**config.mk**
```make
export PLATFORM = sky130hd
export DESIGN_NAME = bcd_to_bin_seq
export DESIGN_NICKNAME = d
export VERILOG_FILES = /design/src/rtl/alu_pkg.sv /design/src/rtl/bcd_digit_mac.sv /design/src/rtl/bcd_to_bin_seq.sv
export SDC_FILE = /design/constraint.sdc
export NUM_CORES = 1
export LEC_CHECK = 0
export ABC_AREA = 1
export CAP_MARGIN = 20
export CORE_MARGIN = 1.5
export CORE_UTILIZATION = 45
export CTS_BUF_LIST = sky130_fd_sc_hd__clkbuf_16
export CTS_CLUSTER_SIZE = 28
export DETAILED_ROUTE_END_ITERATION = 16
export PLACE_DENSITY_LB_ADDON = 0.15
export SYNTH_ARGS = -nofsm -noshare
export SYNTH_HDL_FRONTEND = slang
export SYNTH_SLANG_ARGS = --single-unit
```
**constraint.sdc**
```tcl
create_clock -name clk -period 3.34 [get_ports clk]
set_clock_uncertainty 0.2 [all_clocks]
set_input_delay 0.334 -clock clk [delete_from_list [all_inputs] [get_ports clk]]
set_output_delay 0.334 -clock clk [all_outputs]
set_load 0.02 [all_outputs]
```
**src/rtl/alu_pkg.sv**
```systemverilog
// Shared definitions for the operand-entry path of the multicycle ALU datapath:
// controller state encoding and BCD digit constants.
package alu_pkg;

  localparam int         DIGIT_W = 4;
  localparam logic [3:0] BCD_MAX = 4'd9;

  typedef enum logic [1:0] {
    ST_IDLE = 2'd0,
    ST_ACC  = 2'd1,
    ST_DONE = 2'd2
  } state_t;

  function automatic logic digitInvalid(input logic [DIGIT_W-1:0] digit);
    return digit > BCD_MAX;
  endfunction

endpackage

```
**src/rtl/bcd_digit_mac.sv**
```systemverilog
// One Horner step of BCD-to-binary conversion: acc_out = acc_in*10 + digit.
// The x10 uses shift-and-add at OUT_W+4 bits and is truncated back to OUT_W.
module bcd_digit_mac
  import alu_pkg::*;
#(
  parameter int OUT_W = 14
) (
  input  logic [OUT_W-1:0]   acc_in,
  input  logic [DIGIT_W-1:0] digit,
  output logic [OUT_W-1:0]   acc_out
);

  localparam int WIDE_W = OUT_W + DIGIT_W;

  logic [WIDE_W-1:0] w_accWide;
  logic [WIDE_W-1:0] w_digitWide;

  assign w_accWide   = WIDE_W'(acc_in);
  assign w_digitWide = WIDE_W'(digit);

  assign acc_out = OUT_W'((w_accWide << 3) + (w_accWide << 1) + w_digitWide);

endmodule

```
**src/rtl/bcd_to_bin_seq.sv**
```systemverilog
// Multicycle BCD-to-binary converter, MSD first, one digit per clock.
// go is edge-detected; done/err/binary hold until the next accepted start.
module bcd_to_bin_seq
  import alu_pkg::*;
#(
  parameter int NDIGITS = 4,
  parameter int OUT_W   = 14
) (
  input  logic                       clk,
  input  logic                       rst,
  input  logic                       go,
  input  logic [DIGIT_W*NDIGITS-1:0] bcd_in,
  output logic [OUT_W-1:0]           binary,
  output logic                       busy,
  output logic                       done,
  output logic                       err
);

  localparam int SH_W  = DIGIT_W * NDIGITS;
  localparam int CNT_W = (NDIGITS > 1) ? $clog2(NDIGITS) : 1;

  state_t             r_state;
  state_t             w_nextState;
  logic               r_goQ;
  logic [SH_W-1:0]    r_sh;
  logic [OUT_W-1:0]   r_acc;
  logic [CNT_W-1:0]   r_cnt;
  logic               r_bad;
  logic [OUT_W-1:0]   r_binary;
  logic               r_err;

  logic               w_start;
  logic               w_capture;
  logic               w_lastDigit;
  logic               w_bad;
  logic [OUT_W-1:0]   w_accNext;

  assign w_start     = go & ~r_goQ;
  assign w_lastDigit = (r_cnt == CNT_W'(NDIGITS - 1));

  bcd_digit_mac #(
    .OUT_W (OUT_W)
  ) u_mac (
    .acc_in  (r_acc),
    .digit   (r_sh[SH_W-1 -: DIGIT_W]),
    .acc_out (w_accNext)
  );

  always_comb begin
    w_bad = 1'b0;
    for (int i = 0; i < NDIGITS; i++) begin
      if (digitInvalid(bcd_in[i*DIGIT_W +: DIGIT_W])) begin
        w_bad = 1'b1;
      end
    end
  end

  always_ff @(posedge clk) begin
    if (rst) begin
      r_state <= ST_IDLE;
    end else begin
      r_state <= w_nextState;
    end
  end

  // A start is honoured from IDLE or DONE only; during ACC it is dropped.
  always_comb begin
    w_nextState = r_state;
    w_capture   = 1'b0;
    unique case (r_state)
      ST_IDLE, ST_DONE: begin
        if (w_start) begin
          w_capture   = 1'b1;
          w_nextState = ST_ACC;
        end
      end
      ST_ACC: begin
        if (w_lastDigit) begin
          w_nextState = ST_DONE;
        end
      end
      default: w_nextState = ST_IDLE;
    endcase
  end

  // go_q resets high so a go held through reset is not seen as a new request.
  always_ff @(posedge clk) begin
    if (rst) begin
      r_goQ    <= 1'b1;
      r_sh     <= '0;
      r_acc    <= '0;
      r_cnt    <= '0;
      r_bad    <= 1'b0;
      r_binary <= '0;
      r_err    <= 1'b0;
    end else begin
      r_goQ <= go;
      if (w_capture) begin
        r_sh  <= bcd_in;
        r_acc <= '0;
        r_cnt <= '0;
        r_bad <= w_bad;
        r_err <= 1'b0;
      end else if (r_state == ST_ACC) begin
        r_acc <= w_accNext;
        r_sh  <= r_sh << DIGIT_W;
        r_cnt <= r_cnt + 1'b1;
        if (w_lastDigit) begin
          r_binary <= r_bad ? '0 : w_accNext;
          r_err    <= r_bad;
        end
      end
    end
  end

  assign binary = r_binary;
  assign err    = r_err;
  assign busy   = (r_state == ST_ACC);
  assign done   = (r_state == ST_DONE);

endmodule

```
[After elaboration in Yosys (flattened, before gate mapping)]
Cells that the tools add are included.
Widths: inputs -> output; s select.
Word-level totals
  register bits after elaboration: 50
  latch bits: 0
  RAM bits: 0
  bits in read-only memories: 0
  bits of input ports: 19
  output and inout port bits: 17
  word-level logic and storage cells: 42
  memories kept: 0
Operators by class
  add/sub/neg operators: 3
  multiply operators: 0
  div/mod/pow operators: 0
  magnitude comparators: 4
  eq/ne operators: 5
  shifts and indexed selects: 0
  muxes and demuxes: 12
  bitwise operators: 3
  reduce and logical (&&, ||, !) cells: 7
Operators with widths (count)
  $mux 16: 2
  $gt 4x4->1 const B: 4
  $add 14x14->14: 1
  $add 14x4->14: 1
  $mux 14: 1
  $mux 1: 6
  $eq 2x2->1 const B: 2
  $mux 2: 2
  $pmux 2 s2: 1
  $reduce_and 2->1: 2
  $reduce_or 2->1: 2
  $reduce_and 3->1: 1
  $add 2x1->2 const B: 1
  $eq 2x1->1 const B: 1
  $logic_not 2->1: 1
  $ne 2x1->1 const B: 1
  $ne 2x2->1 const B: 1
  $not 1->1: 2
  $reduce_bool 2->1: 1
  $and 1x1->1: 1

[Logic depth before layout (Yosys ltp)]
Gate-level depths: netlist of the first run.
  word-level depth: 6
  depth in mapped cells: 15

[By module]
From an unflattened synthesis of the first run, not the netlist that was laid out.
Second synthesis, totals
  cells, all modules: 430
  area, all modules: 2954.1 sq um
By module, submodules not included
  bcd_to_bin_seq: times used 1, cells an instance 286, area each 2115.8 sq um, seq. area each 1021.0 sq um
  bcd_digit_mac: times used 1, cells an instance 144, area each 838.3 sq um, seq. area each 0.0 sq um

[Worst setup path after synthesis of the first run]
Ideal clock, no wire load.
  path type: reg-to-reg
  from: register r_acc[0]
  to: register r_acc[10]
  library setup time: 115 ps
  arrival: 1979 ps
  required time: 3025 ps
  slack: 1046 ps
  cell stages (with the launch flop): 14
  path buffers: 0
  clock period less this slack: 2294 ps
  path through: dfxtp_1 inv_1 fa_1 fa_1 inv_1 nand3_1 nand3_1 nand2_1 nand2_1 nand2_1 nand2_1 nand2_1 o211ai_1 inv_2
Between the ends
  cells in the longest elaborated chain, start to end: 2
RTL lines
  start: declaration: RTL line bcd_to_bin_seq.sv:26  | logic [OUT_W-1:0] r_acc;
  start signal: assignment: RTL line bcd_to_bin_seq.sv:105  | r_acc <= w_accNext;
  $add 14x14->14: RTL line bcd_digit_mac.sv:21  | assign acc_out = OUT_W'((w_accWide << 3) + (w_accWide << 1) + w_digitWide);
  $add 14x4->14: RTL line bcd_digit_mac.sv:21
No other way between the ends.
A chain may end at the register's enable or synchronous reset.

[Worst setup path after layout of the first run]
Same ends and word-level chain as after synthesis.

==> run_results.csv, run 1 <==
group,metric,value,unit
worst_setup_path,cp_max_fo,3,
floorplan,die_w,81.53,um
logic_synthesis,synth_top_flop_cell,"dfxtp_1",
floorplan,core_region_area,5921,um^2
grt,overflow,0,
floorplan,fp.dieH,81.53,um
grt,grt_pass1_vias,2203,
clocking,cts_resized,0,
final_layout,drive_gt1_share,6.132,%
detailed_routing,vias,2484,
logic_synthesis,synth_cells,392,
pwr,p_seq_share,47.7,%
clocking,cts_buffers,5,
worst_setup_path,worstPathRequired,3320,ps
clocking,clkLatencyLatePin,280,ps
worst_setup_path,critPathArrivalTime,2460,ps
clocking,clkSinkCount,50,
floorplan,rows,28,
pwr,p_int,1.013,mW
detailed_routing,detail-route-antenna-nets,0,
clocking,cts_buffer_depth,2,
final_layout,area_growth,19.93,%
detailed_routing,firstDrtPassIters,4,
logic_synthesis,synth.net_count,436,
clocking,clk_pin_slew,60,ps
clocking,htree_num_levels,2,
clocking,clock-root-buffer,"clkbuf_16",
logic_synthesis,synth_area,2775,um^2
worst_setup_path,endpoint_kind,"register",
timing,worst_pin_slew,554.9,ps
timing,fin_setup_tns,0,ps
run_status,outcome,"finished clean",
pwr,finalPower,1.304,mW
timing,rsz0062_at_grt,"no",
timing,setup_viol,0,
run,max-cap-violations,0,
clocking,cts_tree,"done",
pwr,switchingPower,291.3,uW
worst_setup_path,critical_path_class,"reg -> reg",
grt,grt_usage,20.09,%
placed_design,dp_hpwl,4.683,mm
pwr,clockPowerShare,42.2,%
logic_synthesis,ys_seq_elements,50,
pwr,ir_worst_vdd,0.0003092,V
logic_synthesis,async_reset_ff_share,0,%
detailed_routing,viasPerCell,4.978,
placed_design,gp_congestion,0.8673,
logic_synthesis,ys_seq_area_share,36.07,%
pwr,pwr-share-comb,10.0,%
final_layout,diodes,0,
grt,grt_max_degree,32,
detailed_routing,initialDrtViolationCount,162,
detailed_routing,drc,0,
detailed_routing,wl_per_cell,12.72,um
placed_design,postPlaceCellArea,3169,um^2
final_layout,nNetsFinal,468,
timing,drv_slew,0,
timing,max_freq,403.3,MHz
pwr,leakage,1.546,nW
placed_design,io_buffers,35,
detailed_routing,wl,6.349,mm
grt,grt_first_pass_wirelength,10.30,mm
logic_synthesis,yosysWarnings,0,
timing,layout_worst_path_cycle_share,74.24,%
pwr,pwr_density_cell,391.8,nW/um^2
timing,hold_violations,0,
grt,antenna_found_initial,0,
logic_synthesis,syn_area_per_cell,7.079,um^2
clocking,cts_hold_buf,0,
worst_setup_path,critPathLaunchType,"register",
logic_synthesis,synth_cell_type_count,35,
worst_hold_path,hp-class,"reg -> reg",
timing,slew_headroom,62.92,%
clocking,cts_setup_buffers,0,
final_layout,design_area,3328,um^2
floorplan,initial_core_util,46.87,%
floorplan,dieArea,6647,um^2
timing,final.min_clock_period,2480,ps
final_layout,final_util,56.21,%
pwr,netSwitchingFraction,22.34,%
floorplan,io_pins,36,
logic_synthesis,synth-edff-count,0,
## power by group through the flow
stage	logic (mW)	registers [mW]	clock network, mW
2_1_floorplan	0.0866	0.632	0
3_3_place_gp	0.130	0.635	0
3_5_place_dp	0.130	0.636	0
4_1_cts	0.131	0.622	0.558
5_1_grt	0.148	0.624	0.585
6_report	0.131	0.623	0.551
## cells in the mapped netlist, types with 2 or more instances
| master | count | area (um^2) |
|---|---|---|
| o211ai_1 | 2 | 15.01 |
| nand4_1 | 3 | 18.77 |
| inv_2 | 7 | 26.28 |
| fa_1 | 2 | 40.04 |
| clkbuf_1 | 3 | 11.26 |
| buf_2 | 7 | 35.03 |
| a21oi_1 | 29 | 145.1 |
| a31oi_1 | 12 | 75.07 |
| xor2_1 | 3 | 26.28 |
| o21ai_1 | 4 | 20.02 |
| nand3_1 | 18 | 90.09 |
| dfxtp_1 | 50 | 1001 |
| nor2_1 | 19 | 71.32 |
| ha_1 | 23 | 287.8 |
| inv_1 | 44 | 165.2 |
| nand2_1 | 137 | 514.2 |
| o21ai_0 | 7 | 35.03 |
| xnor2_1 | 2 | 17.52 |
| a21oi_2 | 2 | 17.52 |
| nand2_2 | 3 | 18.77 |
## worst max-delay path, cell delays in order, from the launching register on
cell and delay [ps]:
dfxtp_1 360, inv_1 80, fa_1 510, fa_1 480, inv_1 90, nand3_1 70, nand3_1 130, nand2_1 80
nand2_1 70, nand2_1 60, nand2_1 60, nand2_1 50, o211ai_1 100, inv_2 40
## cell families (layout without fill, tap and decap cells)
kind of cell	count (synthesis)	in the layout	synth area share, %
XOR/XNOR	6	6	2.165
AND/OR/NAND/NOR	188	188	28.54
buffers and inverters	63	95	9.243
AO/OA/AOI/OAI	60	60	12.17
adder cells (fa/ha/maj)	25	25	11.81
flip-flops	50	50	36.07
## layer usage
metal,wire (um),track usage (%),vias up
li1,-,-,1315
met5,0,0,-
met1,3146,27.51,1117
met2,2940,32.56,48
met3,236,4.000,4
met4,25,4.483,0
## stage by stage
step	setup WS [ps]	std cells	hold WS, ps
finish	860.5	499	263.6
global route	676.9	499	276.2
CTS	845.6	499	264.7
detailed placement	902.4	492	252.7
global placement	947.4	492	246.0
floorplan	1046	392	203.4
## state kept, by name (all words and copies together), names as in the netlist
register  cells
r_goQ         1
binary       14
err           1
r_bad         1
r_sh         16
r_state       2
r_cnt         2
r_acc        13
## cell usage in the layout, fill, tap and decap left out, drive strengths merged
cell           count
buf                2
a31oi             12
o211ai             2
dfxtp             50
o21ai             11
clkinv             1
o21a               1
nor2              22
a21o               1
and3               1
xor2               4
nand2            141
fa                 2
a22oi              1
inv               51
a21oi             31
nand3b             1
or2                1
a211oi             1
nand4              3
xnor2              2
clkdlybuf4s50     35
nand3             19
bufinv             1
ha                23
clkbuf             5
## final timing paths
kind / from / to / slack (ps) / depth (start not counted)
setup reg to reg: r_acc[0] / r_acc[10] / 860 / 13
setup / recovery: r_acc[0] / r_acc[10] / 860 / 13
hold reg to reg: r_sh[1] / r_sh[1] / 260 / 2
hold / removal: r_sh[1] / r_sh[1] / 260 / 2
## final cells by class
type	instances	area, um^2
Tap cell	75	93.84
Clock inverter	2	33.78
Inverter	51	191.4
Clock buffer	5	125.1
Multi-Input combinational cell	279	1518
Sequential cell	50	1001
Fill cell	573	2592
Timing Repair Buffer	37	365.4
Note: power is estimated with default switching activity, not from simulation.
==> run 2: changes to the inputs <==
- clock period: 3.34 -> 2.6 ns (I/O delays scaled with it)
==> run_results.csv, run 2 (synthesized netlist as in run 1, its figures left out) <==
group,metric,value,unit
detailed_routing,vias,2503,
clocking,htree_num_levels,2,
detailed_routing,viasPerCell,5.006,
detailed_routing,initialDrtViolationCount,75,
pwr,clockPowerShare,38.8,%
placed_design,dp_cells,492,
final_layout,mostFrequentLayoutCells,"nand2_1 (137), dfxtp_1 (50), inv_1 (45)",
final_layout,final_cells,500,
final_layout,diodes,0,
floorplan,fp.dieH,81.53,um
clocking,clkLatencyLatePin,280,ps
timing,fin_hold_ws,262.7,ps
timing,fin_setup_tns,0,ps
grt,overflow,0,
floorplan,initial_core_util,46.87,%
grt,grt_max_degree,32,
final_layout,nNetsFinal,468,
pwr,pwr_density_cell,476.9,nW/um^2
grt,antenna_found_initial,0,
worst_setup_path,endpoint_kind,"register",
pwr,ir_worst_vdd,0.0004118,V
floorplan,core_region_area,5921,um^2
timing,worst_pin_slew,529.4,ps
worst_setup_path,worstPathRequired,2580,ps
clocking,cts_hold_buf,0,
clocking,clock-root-buffer,"clkbuf_16",
timing,setup_viol,0,
final_layout,final_common_cell,"nand2_1",
detailed_routing,wl_per_cell,12.71,um
placed_design,io_buffers,35,
floorplan,dieArea,6647,um^2
run_status,outcome,"finished clean",
detailed_routing,drc,0,
timing,final.min_clock_period,2381,ps
timing,drv_slew,0,
floorplan,rows,28,
detailed_routing,detail-route-antenna-nets,0,
clocking,cts_buffers,5,
pwr,p_seq_share,50.6,%
timing,slew_headroom,64.62,%
final_layout,regMostFlops,"r_sh",
grt,grt_usage,20.81,%
timing,hold_violations,0,
floorplan,die_w,81.53,um
clocking,clk_pin_slew,60,ps
placed_design,dp_hpwl,4.819,mm
clocking,cts_setup_buffers,0,
run,max-cap-violations,0,
pwr,finalPower,1.581,mW
worst_setup_path,critPathLaunchType,"register",
clocking,cts_resized,0,
pwr,pwr-share-comb,10.6,%
pwr,netSwitchingFraction,23.83,%
worst_setup_path,critical_path_class,"reg -> reg",
timing,layout_worst_path_cycle_share,91.57,%
floorplan,io_pins,36,
final_layout,largest_reg_flops,16,
clocking,cts_buffer_depth,2,
timing,max_freq,420.0,MHz
grt,grt_first_pass_wirelength,10.59,mm
pwr,leakage,1.549,nW
detailed_routing,firstDrtPassIters,4,
final_layout,area_growth,19.43,%
timing,rsz0062_at_grt,"no",
placed_design,gp_congestion,0.8450,
worst_setup_path,cp_max_fo,4,
pwr,p_int,1.204,mW
final_layout,drive_gt1_share,6.588,%
pwr,switchingPower,376.6,uW
clocking,clkSinkCount,50,
worst_setup_path,critPathArrivalTime,2360,ps
grt,grt_pass1_vias,2352,
clocking,cts_tree,"done",
detailed_routing,wl,6.355,mm
worst_hold_path,hp-class,"reg -> reg",
-- run 2: cell count changes in the layout (fill, tap and decap cells not counted) --
cell / before / now
nand3_2: 1 / 2
fa_1: 2 / 1
inv_1: 44 / 45
clkinv_2: 0 / 1
nand3_1: 18 / 17
bufinv_16: 1 / 0
fa_2: 0 / 1
-- run 2: final cells by class --
type,count,area (um^2)
clock buffers,5,125.1
multi-input cells,279,1525
inverters,51,191.4
flip-flops and latches,50,1001
well taps,75,93.84
repair buffers,37,365.4
clock inverters,3,12.51
fillers,591,2606
-- run 2: metal layers --
metal,routed length (um),global-route usage (%),vias to the layer above
met5,0,0,-
li1,-,-,1313
met1,3128,26.86,1137
met4,79,6.724,0
met3,210,4.778,9
met2,2936,34.21,44
-- run 2: per-stage QoR --
step / setup WS [ps] / instance area (um^2) / util, %
2_1_floorplan: 305.8 / 2775 / -
3_3_place_gp: 206.7 / 3169 / 53.53
3_5_place_dp: 148.7 / 3169 / 53.53
4_1_cts: 127.0 / 3307 / 55.85
5_1_grt: 22.46 / 3314 / 55.98
6_report: 219.3 / 3314 / 55.98
-- run 2: path summary, 6_finish.rpt --
check	from	to	slack, ps	depth (start not counted)
setup / recovery	r_sh[15]	r_acc[7]	220	12
hold / removal	r_sh[1]	r_sh[1]	260	2
setup reg to reg	r_sh[15]	r_acc[7]	220	12
hold reg to reg	r_sh[1]	r_sh[1]	260	2
-- run 2: worst max-delay path, cell delays in order, from the launching register on --
cell      delay (ps)
dfxtp_1          330
inv_1             60
fa_1             590
inv_1             60
ha_1             300
nand3_1           90
nand3_2          120
nand2_1          110
nand3_1           90
nand2_1           80
nand2_1           70
o211ai_1         110
inv_1             50
-- run 2: power groups by stage --
stage | Combinational (mW) | Sequential (mW) | Clock [mW]
2_1_floorplan | 0.111 | 0.812 | 0
3_3_place_gp | 0.166 | 0.817 | 0
3_5_place_dp | 0.168 | 0.817 | 0
4_1_cts | 0.169 | 0.800 | 0.626
5_1_grt | 0.189 | 0.801 | 0.665
6_report | 0.168 | 0.800 | 0.613
